**config.mk**
```make
export PLATFORM = sky130hd
export DESIGN_NAME = video_timing_gen
export DESIGN_NICKNAME = d
export VERILOG_FILES = /design/src/rtl/video_timing_pkg.sv /design/src/rtl/video_timing_gen_wrap_counter.sv /design/src/rtl/video_timing_gen.sv
export SDC_FILE = /design/constraint.sdc
export NUM_CORES = 1
export LEC_CHECK = 0
export BUFFER_PORTS_ARGS = -buffer_cell sky130_fd_sc_hd__buf_2
export CORE_ASPECT_RATIO = 1.75
export CORE_MARGIN = 4
export CORE_UTILIZATION = 45
export DETAILED_ROUTE_END_ITERATION = 16
export PLACE_DENSITY = 0.77
export SLEW_MARGIN = 10
export SYNTH_ARGS = -nofsm -noshare
export SYNTH_HDL_FRONTEND = slang
export SYNTH_SLANG_ARGS = --single-unit
```
**constraint.sdc**
```tcl
create_clock -name clk -period 3.3 [get_ports clk]
set_clock_uncertainty 0.1 [all_clocks]
set_input_delay 0.66 -clock clk [delete_from_list [all_inputs] [get_ports clk]]
set_output_delay 0.66 -clock clk [all_outputs]
set_load 0.005 [all_outputs]
```
**src/rtl/video_timing_pkg.sv**
```systemverilog
// Shared timing constants, sync polarity values and the window-decode helpers
// used by video_timing_gen.
package video_timing_pkg;

   localparam int unsigned FF_CLK_DIV    = 2;
   localparam int unsigned FF_H_BITS     = 9;
   localparam int unsigned FF_V_BITS     = 9;
   localparam int unsigned FF_H_FIRST    = 128;
   localparam int unsigned FF_H_LAST     = 511;
   localparam int unsigned FF_V_FIRST    = 0;
   localparam int unsigned FF_V_LAST     = 259;
   localparam int unsigned FF_HBLANK_ON  = 128;
   localparam int unsigned FF_HBLANK_OFF = 256;
   localparam int unsigned FF_HSYNC_ON   = 160;
   localparam int unsigned FF_HSYNC_OFF  = 192;
   localparam int unsigned FF_VBLANK_ON  = 240;
   localparam int unsigned FF_VBLANK_OFF = 0;
   localparam int unsigned FF_VSYNC_ON   = 244;
   localparam int unsigned FF_VSYNC_OFF  = 248;

   localparam int unsigned POL_ACTIVE_LOW  = 0;
   localparam int unsigned POL_ACTIVE_HIGH = 1;

   // ON<OFF is a plain window, ON>OFF wraps past the end of the axis, ON==OFF is empty
   function automatic logic in_window(input int unsigned x, input int unsigned on,
                                      input int unsigned off);
      if (on < off) return (x >= on) && (x < off);
      else if (on > off) return (x >= on) || (x < off);
      else return 1'b0;
   endfunction

   function automatic logic bound_ok(input int unsigned b, input int unsigned first,
                                     input int unsigned last);
      return (b >= first) && (b <= last + 1);
   endfunction

endpackage

```
**src/rtl/video_timing_gen_wrap_counter.sv**
```systemverilog
// Enabled up-counter running FIRST..LAST that reloads FIRST after LAST;
// exposes its next value so callers can register decodes with zero skew.
module wrap_counter #(
   parameter int unsigned WIDTH = 9,
   parameter int unsigned FIRST = 0,
   parameter int unsigned LAST  = 1
) (
   input  logic             clk,
   input  logic             reset,
   input  logic             en_i,
   output logic [WIDTH-1:0] q_o,
   output logic             wrap_c_o,
   output logic [WIDTH-1:0] next_c_o
);

   logic [WIDTH-1:0] q_q, q_d;

   always_comb begin
      q_d      = q_q;
      wrap_c_o = !reset && en_i && (q_q == WIDTH'(LAST));
      if (wrap_c_o)  q_d = WIDTH'(FIRST);
      else if (en_i) q_d = q_q + WIDTH'(1);
      next_c_o = reset ? WIDTH'(FIRST) : q_d;
   end

   always_ff @(posedge clk) begin
      if (reset) q_q <= WIDTH'(FIRST);
      else       q_q <= q_d;
   end

   assign q_o = q_q;

endmodule

```
**src/rtl/video_timing_gen.sv**
```systemverilog
// Video timing generator: pixel clock-enable, H/V counters, sync/blank and
// line/frame strobes. Optional line interrupt under VIDEO_TIMING_LINE_IRQ_EN.
module video_timing_gen
   import video_timing_pkg::*;
#(
   parameter int unsigned CLK_DIV    = FF_CLK_DIV,
   parameter int unsigned H_BITS     = FF_H_BITS,
   parameter int unsigned V_BITS     = FF_V_BITS,
   parameter int unsigned H_FIRST    = FF_H_FIRST,
   parameter int unsigned H_LAST     = FF_H_LAST,
   parameter int unsigned V_FIRST    = FF_V_FIRST,
   parameter int unsigned V_LAST     = FF_V_LAST,
   parameter int unsigned HBLANK_ON  = FF_HBLANK_ON,
   parameter int unsigned HBLANK_OFF = FF_HBLANK_OFF,
   parameter int unsigned HSYNC_ON   = FF_HSYNC_ON,
   parameter int unsigned HSYNC_OFF  = FF_HSYNC_OFF,
   parameter int unsigned VBLANK_ON  = FF_VBLANK_ON,
   parameter int unsigned VBLANK_OFF = FF_VBLANK_OFF,
   parameter int unsigned VSYNC_ON   = FF_VSYNC_ON,
   parameter int unsigned VSYNC_OFF  = FF_VSYNC_OFF,
   parameter int unsigned HSYNC_POL  = POL_ACTIVE_HIGH,
   parameter int unsigned VSYNC_POL  = POL_ACTIVE_HIGH
) (
   input  logic              clk,
   input  logic              reset,
   output logic              pix_ce,
   output logic [H_BITS-1:0] h_count,
   output logic [V_BITS-1:0] v_count,
   output logic              hsync,
   output logic              hblank,
   output logic              vsync,
   output logic              vblank,
   output logic              line_start,
   output logic              frame_start
`ifdef VIDEO_TIMING_LINE_IRQ_EN
   ,
   input  logic [V_BITS-1:0] irq_line,
   input  logic              irq_ack,
   output logic              irq
`endif
);

   localparam int unsigned DIV_W = (CLK_DIV > 1) ? $clog2(CLK_DIV) : 1;

   localparam bit CFG_OK =
      (CLK_DIV >= 1) && (CLK_DIV <= 16) &&
      (H_LAST > H_FIRST) && (V_LAST > V_FIRST) &&
      ((H_LAST >> H_BITS) == 0) && ((V_LAST >> V_BITS) == 0) &&
      bound_ok(HBLANK_ON, H_FIRST, H_LAST) && bound_ok(HBLANK_OFF, H_FIRST, H_LAST) &&
      bound_ok(HSYNC_ON, H_FIRST, H_LAST)  && bound_ok(HSYNC_OFF, H_FIRST, H_LAST) &&
      bound_ok(VBLANK_ON, V_FIRST, V_LAST) && bound_ok(VBLANK_OFF, V_FIRST, V_LAST) &&
      bound_ok(VSYNC_ON, V_FIRST, V_LAST)  && bound_ok(VSYNC_OFF, V_FIRST, V_LAST);

   if (!CFG_OK) begin : g_cfg_err
      $error("video_timing_gen: illegal timing parameter set");
   end

   logic [DIV_W-1:0]  div_q, div_d;
   logic              pix_ce_q, pix_ce_d;
   logic              line_start_q, frame_start_q;
   logic              hsync_q, hsync_d, hblank_q, hblank_d;
   logic              vsync_q, vsync_d, vblank_q, vblank_d;
   logic              h_wrap, v_wrap;
   logic [H_BITS-1:0] h_next;
   logic [V_BITS-1:0] v_next;

   // Divider: pix_ce is the registered decode of the last divider phase
   always_comb begin
      div_d    = div_q + DIV_W'(1);
      pix_ce_d = (div_q == DIV_W'(CLK_DIV - 1));
      if (pix_ce_d) div_d = '0;
   end

   wrap_counter #(.WIDTH(H_BITS), .FIRST(H_FIRST), .LAST(H_LAST)) u_h_cnt (
      .clk      (clk),
      .reset    (reset),
      .en_i     (pix_ce_d),
      .q_o      (h_count),
      .wrap_c_o (h_wrap),
      .next_c_o (h_next)
   );

   wrap_counter #(.WIDTH(V_BITS), .FIRST(V_FIRST), .LAST(V_LAST)) u_v_cnt (
      .clk      (clk),
      .reset    (reset),
      .en_i     (h_wrap),
      .q_o      (v_count),
      .wrap_c_o (v_wrap),
      .next_c_o (v_next)
   );

   // Decode from next counter values so outputs register alongside the counters
   always_comb begin
      hblank_d = in_window(32'(h_next), HBLANK_ON, HBLANK_OFF);
      vblank_d = in_window(32'(v_next), VBLANK_ON, VBLANK_OFF);
      hsync_d  = in_window(32'(h_next), HSYNC_ON, HSYNC_OFF);
      vsync_d  = in_window(32'(v_next), VSYNC_ON, VSYNC_OFF);
      if (HSYNC_POL == POL_ACTIVE_LOW) hsync_d = !hsync_d;
      if (VSYNC_POL == POL_ACTIVE_LOW) vsync_d = !vsync_d;
   end

   always_ff @(posedge clk) begin
      if (reset) begin
         div_q         <= '0;
         pix_ce_q      <= 1'b0;
         line_start_q  <= 1'b0;
         frame_start_q <= 1'b0;
      end else begin
         div_q         <= div_d;
         pix_ce_q      <= pix_ce_d;
         line_start_q  <= h_wrap;
         frame_start_q <= v_wrap;
      end
      hsync_q  <= hsync_d;
      hblank_q <= hblank_d;
      vsync_q  <= vsync_d;
      vblank_q <= vblank_d;
   end

   assign pix_ce      = pix_ce_q;
   assign line_start  = line_start_q;
   assign frame_start = frame_start_q;
   assign hsync       = hsync_q;
   assign hblank      = hblank_q;
   assign vsync       = vsync_q;
   assign vblank      = vblank_q;

`ifdef VIDEO_TIMING_LINE_IRQ_EN
   logic irq_q, irq_d;

   // A set on the wrap into irq_line beats a simultaneous acknowledge
   always_comb begin
      irq_d = irq_q;
      if (irq_ack) irq_d = 1'b0;
      if (h_wrap && (v_next == irq_line)) irq_d = 1'b1;
   end

   always_ff @(posedge clk) begin
      if (reset) irq_q <= 1'b0;
      else       irq_q <= irq_d;
   end

   assign irq = irq_q;
`endif

endmodule
```
==> results of run 1 <==
cells in the mapped netlist (all sizes together) (3+ instances only):
cell / count / share of area (%)
or3: 3 / 1.7
ha: 3 / 3.5
a21oi: 8 / 3.7
nor2: 11 / 3.8
nand2: 5 / 1.7
nand3: 5 / 2.3
nand2b: 3 / 1.7
nor3: 4 / 1.9
xnor2: 4 / 3.3
o21ai: 4 / 1.9
dfxtp: 26 / 48
inv: 4 / 1.4
nand4: 5 / 2.9
xor2: 4 / 3.3
worst max-delay path: stages, from the launching register on:
cell and delay, ps:
dfxtp_1 410, ha_1 230, nand3_1 80, nor2_1 100, ha_1 270, nand4b_1 250, or3_1 440, a221o_1 370
nor4_2 250
how the worst min path moves through the flow:
stage / start / to / slack (ps) / depth (start not counted)
after global routing: u_v_cnt.q_o[8] / u_v_cnt.q_o[8] / 480 / 2
after detailed placement: u_v_cnt.q_o[6] / u_v_cnt.q_o[6] / 440 / 2
after global placement: u_v_cnt.q_o[6] / u_v_cnt.q_o[6] / 430 / 2
after CTS: u_v_cnt.q_o[6] / u_v_cnt.q_o[6] / 450 / 2
after floorplan: div_q / pix_ce / 400 / 2
final: u_v_cnt.q_o[8] / u_v_cnt.q_o[8] / 450 / 2
cells in the final DEF (no fill, tap or decap):
master     Yosys  final
xnor2_1        4      4
nor2_1        11     11
buf_2          1     26
nor3_1         4      4
xor2_1         4      4
and3_1         1      1
or4_1          2      2
inv_1          4      4
a21oi_1        8      8
nand3b_1       2      2
nand4_1        5      5
mux2i_1        2      2
dfxtp_1       26     26
o31ai_1        2      2
or3_1          3      3
and4b_1        1      1
nand4b_1       1      1
nor4b_1        1      1
a211oi_1       1      1
nand2b_1       3      3
ha_1           3      3
a31o_2         1      1
o21a_1         1      1
a221o_1        1      1
clkbuf_8       0      3
o211ai_1       1      1
nor4_2         1      1
nand3_1        5      5
o21ai_0        4      4
nand2_1        5      5
a2111oi_0      1      1
nor3b_1        1      1
o21bai_1       1      1
and2_1         1      1
or2_2          1      1
area by class of cell:
class,instances,area (µm²)
clock buffer,3,41.3
timing repair buffer,26,130
multi-input combinational,82,531
inverter,4,15.0
tap,25,31.3
sequential,26,520
fill,243,1030
state kept, by name (all words and copies together) (netlist names):
register     count
div_q            1
frame_start      1
hblank           1
hsync            1
line_start       1
pix_ce           1
u_h_cnt.q_o      9
u_v_cnt.q_o      9
vblank           1
vsync            1
where the power goes:
part | switching [µW] | internal [µW]
registers | 6.68 | 317
logic | 9.44 | 8.13
clock network | 86.5 | 81.5
total | 103 | 407
routing by layer:
metal	vias to the layer above	routed length, µm
li1	467	-
met1	437	885
met2	36	1260
met3	6	151
met4	0	51
met5	-	0
cell families (layout without fill, tap and decap cells):
family / Yosys count / count (layout) / synth area share, %
AOI/OAI and AO/OA: 21 / 21 / 12.3
xor gates and xnor gates: 8 / 8 / 6.52
adders and majority gates: 3 / 3 / 3.49
buffers and inverters: 6 / 33 / 2.21
DFF: 26 / 26 / 48.4
muxes: 2 / 2 / 1.86
and+or+nand+nor: 48 / 48 / 25.1
metrics by stage:
step           instances  area, µm²  setup WS [ps]
5_1_grt              166       1270            490
6_report             166       1270            701
3_5_place_dp         163       1230            745
4_1_cts              166       1270            718
2_1_floorplan        114       1070           1000
3_3_place_gp         163       1230            922
==> results by group, run 1 <==
Clock network
  • CTS tree: built
  • Clock latency on the worst-skew pair: 260 ps
  • Sink Count: 26
  • Clock buffer count from CTS: 3
  • H-tree depth: 1
  • Cts repair resizes: 0
  • Hold buffers post-CTS: 0
  • Root buffer cell: clkbuf_8
  • Clock slew at reported path FFs: 80 ps
  • Clock Path Buffers: 2
  • Post-CTS Setup Bufs: 0

Synth
  • Distinct cells, synth: 35
  • Synth Register Bits: 26
  • Yosys warns: 0
  • Syn Nets: 119
  • EDFF count, synth: 0
  • Synthesized cell area: 0.00107 mm²
  • Post-Syn Area per Cell: 9.43 µm²
  • Top FF cell, synth: dfxtp_1
  • Async S/R FF share, synth: 0%
  • Synth Instances: 114
  • Sequential fraction of the synthesis area: 48.4%

Setup path
  • RR Startpoint: u_h_cnt.q_o[0]
  • Critical path startpoint: u_h_cnt.q_o[0]
  • R2r setup slk: 700 ps
  • Worst Reg2Reg Path Length in Cells: 8
  • Crit Path Class: reg -> reg
  • Setup crit end: vsync
  • R2r endpoint: vsync
  • Largest fanout on the critical path: 7
  • Critical path required time: 3360 ps
  • Worst setup EP type: flop
  • Worst Setup Start Kind: flop
  • Critical path data arrival time: 2660 ps

Floorplanning
  • Starting Density: 46.7%
  • I/O Pins: 27
  • Die height: 72.7 µm
  • FP Rows: 23
  • Die width: 44.9 µm
  • Die area: 0.00327 mm²
  • Core area: 0.00230 mm²

Global routing
  • Vias in the first global route: 897
  • GRT busiest layer: met2
  • GRT Residual Overflow: 0
  • Pin count of the biggest net entering global routing: 16
  • Met2 Use GR: 26.2%
  • Met1 Usage GRT: 17.2%
  • Initial antenna violation count: 0
  • Grt met3 use: 2.22%
  • First-pass GRT wire length: 3810 µm
  • Aggregate global-route resource usage: 15.2%

Timing
  • Max-slew headroom: 66.2%
  • Slew @ Worst Pin: 506 ps
  • Fin crit period: 2600 ps
  • Hold WS: 450 ps
  • Final-report hold violation count: 0
  • Setup TNS Final: 0 ps
  • Setup violations, final: 0
  • Final Cycle Share: 78.8%
  • Final Max Tran Viols: 0
  • Max Freq: 385 MHz
  • Unrepaired setup endpoints after global routing: false

Pwr
  • PD cells: 402 mW/mm²
  • Leakage: 0.000546 µW
  • Total power: 509 µW
  • Peak supply drop: 273 µV

Routing
  • Wire length per cell: 14.2 µm
  • Initial DRC count: 21
  • Antenna-violating nets left: 0
  • Router iterations before antenna repair: 4
  • Drt total wl: 2350 µm
  • Vias: 946
  • Residual DRC count: 0
  • Vias/cell: 5.70

Cells and area
  • N_diodes: 0
  • Layout cell share with drive strength beyond 1: 22.7%
  • Layout Nets: 148
  • Synthesis-to-layout area growth: 18.0%
  • Util after Layout: 55.1%

Placement
  • Routability Congestion: 0.832
  • Port Buf Inserts: 26
  • HPWL Detailed: 1760 µm

Worst hold path
  • Hold Path Class: reg -> reg

Outcome
  • Status: finished clean

Job
  • Max-Cap Viols: 0
Note: power is estimated with default switching activity, not from simulation.
==> run 2, diff against run 1 <==
PLACE_DENSITY = 0.8   (was 0.77)
clock period = 2.36 ns   (was 3.3 ns; I/O delays follow)
==> run 2 against run 1 <==
  * Worst hold slack got worse by 52 ps
  * Global-route usage rose by 0.17 points
  * Power rose by 66%
  * Cell count rose by 4.8%
  * Sequential share of layout area fell by 2.6 points
  * Die area did not move
  * Setup slack got worse by 580 ps
  * Final area rose by 6.8%
  * Sequential power rose by 38%
  * Register-to-register slack got worse by 580 ps
  * Combinational power rose by 110%
==> results by group, run 2 (synthesized netlist as in run 1, its figures left out) <==
Routing
  • Wire length per cell: 13.5 µm (was 14.2 µm)
  • Vias: 987 (was 946)
  • Vias/cell: 5.67 (was 5.70)
  • Residual DRC count: 0 (unchanged)
  • Initial DRC count: 18 (was 21)
  • Router iterations before antenna repair: 4 (unchanged)
  • Antenna-violating nets left: 0 (unchanged)
  • Drt total wl: 2350 µm (about the same)

Timing
  • Max Freq: 447 MHz (was 385 MHz)
  • Fin crit period: 2240 ps (was 2600 ps)
  • Final Max Tran Viols: 0 (unchanged)
  • Final-report hold violation count: 0 (unchanged)
  • Setup violations, final: 0 (unchanged)
  • Final Cycle Share: 94.8% (was 78.8%)
  • Max-slew headroom: 67.9% (was 66.2%)
  • Hold WS: 398 ps (was 450 ps)
  • Slew @ Worst Pin: 475 ps (was 506 ps)

Pwr
  • Leakage: 0.000593 µW (was 0.000546 µW)
  • Total power: 846 µW (was 509 µW)
  • Peak supply drop: 443 µV (was 273 µV)
  • PD cells: 624 mW/mm² (was 402 mW/mm²)

Setup path
  • Largest fanout on the critical path: 4 (was 7)
  • Crit Path Class: reg -> reg (unchanged)
  • Worst Reg2Reg Path Length in Cells: 8 (unchanged)
  • RR Startpoint: u_h_cnt.q_o[0] (unchanged)
  • R2r endpoint: vsync (unchanged)
  • Critical path data arrival time: 2330 ps (was 2660 ps)
  • R2r setup slk: 120 ps (was 700 ps)
  • Critical path required time: 2450 ps (was 3360 ps)
  • Worst Setup Start Kind: flop (unchanged)
  • Worst setup EP type: flop (unchanged)

Global routing
  • Aggregate global-route resource usage: 15.4% (was 15.2%)
  • GRT Residual Overflow: 0 (unchanged)
  • Pin count of the biggest net entering global routing: 16 (unchanged)
  • Vias in the first global route: 981 (was 897)
  • First-pass GRT wire length: 3910 µm (was 3810 µm)
  • Initial antenna violation count: 0 (unchanged)

Worst hold path
  • Hold path cells: 2 (unchanged)
  • Hold path start: reset (was u_v_cnt.q_o[8])
  • Hold Path End: u_v_cnt.q_o[4] (was u_v_cnt.q_o[8])
  • Hold Path Class: in -> reg (was reg -> reg)

Clock network
  • Clock Path Buffers: 2 (unchanged)
  • Hold buffers post-CTS: 0 (unchanged)
  • CTS tree: built (unchanged)
  • Sink Count: 26 (unchanged)
  • Clock latency on the worst-skew pair: 270 ps (was 260 ps)
  • Clock buffer count from CTS: 3 (unchanged)
  • Root buffer cell: clkbuf_8 (unchanged)
  • Clock slew at reported path FFs: 90 ps (was 80 ps)
  • H-tree depth: 1 (unchanged)

Floorplanning
  • FP Rows: 23 (unchanged)
  • Core area: 0.00230 mm² (unchanged)
  • Die width: 44.9 µm (unchanged)
  • Starting Density: 46.7% (unchanged)
  • Die area: 0.00327 mm² (unchanged)
  • Die height: 72.7 µm (unchanged)
  • I/O Pins: 27 (unchanged)

Cells and area
  • N_diodes: 0 (unchanged)
  • Layout Nets: 155 (was 148)
  • FF+latch area: 520 µm² (unchanged)
  • Number of fill cells in the layout: 229 (was 243)
  • Multi-input logic area: 534 µm² (was 531 µm²)
  • Commonest cells after routing, fill and taps aside: 26 x dfxtp_1, 26 x buf_2, 11 x nor2_1, 8 x a21oi_1, 7 x buf_4 (was 26 x dfxtp_1, 26 x buf_2, 11 x nor2_1, 8 x a21oi_1)
  • Synthesis-to-layout area growth: 26.1% (was 18.0%)
  • Layout cell share with drive strength beyond 1: 27.5% (was 22.7%)

Placement
  • Port Buf Inserts: 26 (unchanged)
  • Routability Congestion: 0.906 (was 0.832)
  • HPWL Detailed: 1810 µm (was 1760 µm)

Job
  • Max-Cap Viols: 0 (unchanged)

Outcome
  • Status: finished clean (unchanged)
[run 2: layout make-up]
cell class              instances  area share [%]
well taps                      25            2.31
clock inverters                 1            2.22
inverters                       4            1.11
multi-input cells              82            39.4
flip-flops and latches         26            38.4
clock buffers                   3            3.05
repair buffers                 33            13.5
[run 2: worst max-delay path, cell delays in order, from the launching register on]
cell and delay, ps:
dfxtp_1 340, ha_1 190, nand3_1 80, nor2_1 100, ha_2 210, nand4_1 110
or4_1 440, a221o_1 390, nor4_2 190
[run 2: routing by layer]
layer  vias up  part of all wire [%]  track usage [%]  routed length (µm)
li1        486                     -                -                   -
met1       464                    38             16.2                 895
met2        31                    53             28.2                1240
met3         6                   5.8             2.22                 135
met4         0                   3.0             7.17                  70
met5         -                     0                0                   0
[run 2: stage by stage]
stage          setup slack, ps  TNS, ps  util [%]  std cells  cell area (µm²)
6_report                   123        0      58.9        174             1360
5_1_grt                 -0.738   -0.738      58.9        174             1360
4_1_cts                   44.9        0      58.4        173             1340
3_5_place_dp              56.6        0      55.3        169             1270
3_3_place_gp               123        0      55.3        169             1270
2_1_floorplan             64.8        0         -        114             1070
[run 2: where the power goes]
group	switching (µW)	leakage [µW]	internal, µW
logic	20.9	0.000347	16.6
registers	2.39	0.000210	444
clock network	135	0.0000357	227
[run 2: worst max-delay path by stage]
stage | from | end | slack (ps) | cells past startpoint
3_5_place_dp | u_h_cnt.q_o[0] | vsync | 60 | 8
2_1_floorplan | u_h_cnt.q_o[0] | vsync | 60 | 8
3_3_place_gp | u_h_cnt.q_o[0] | vsync | 120 | 8
5_1_grt | u_h_cnt.q_o[0] | vsync | -0.7 | 8
6_report | u_h_cnt.q_o[0] | vsync | 120 | 8
4_1_cts | u_h_cnt.q_o[0] | vsync | 40 | 8
[run 2: what timing repair did]
action / 4_1_cts / 5_1_grt
endpoints found under the setup margin: 0 / 2
hold endpoints to repair: 0 / 0
gates resized for setup: 0 / 2
buffers inserted: 0 / 1
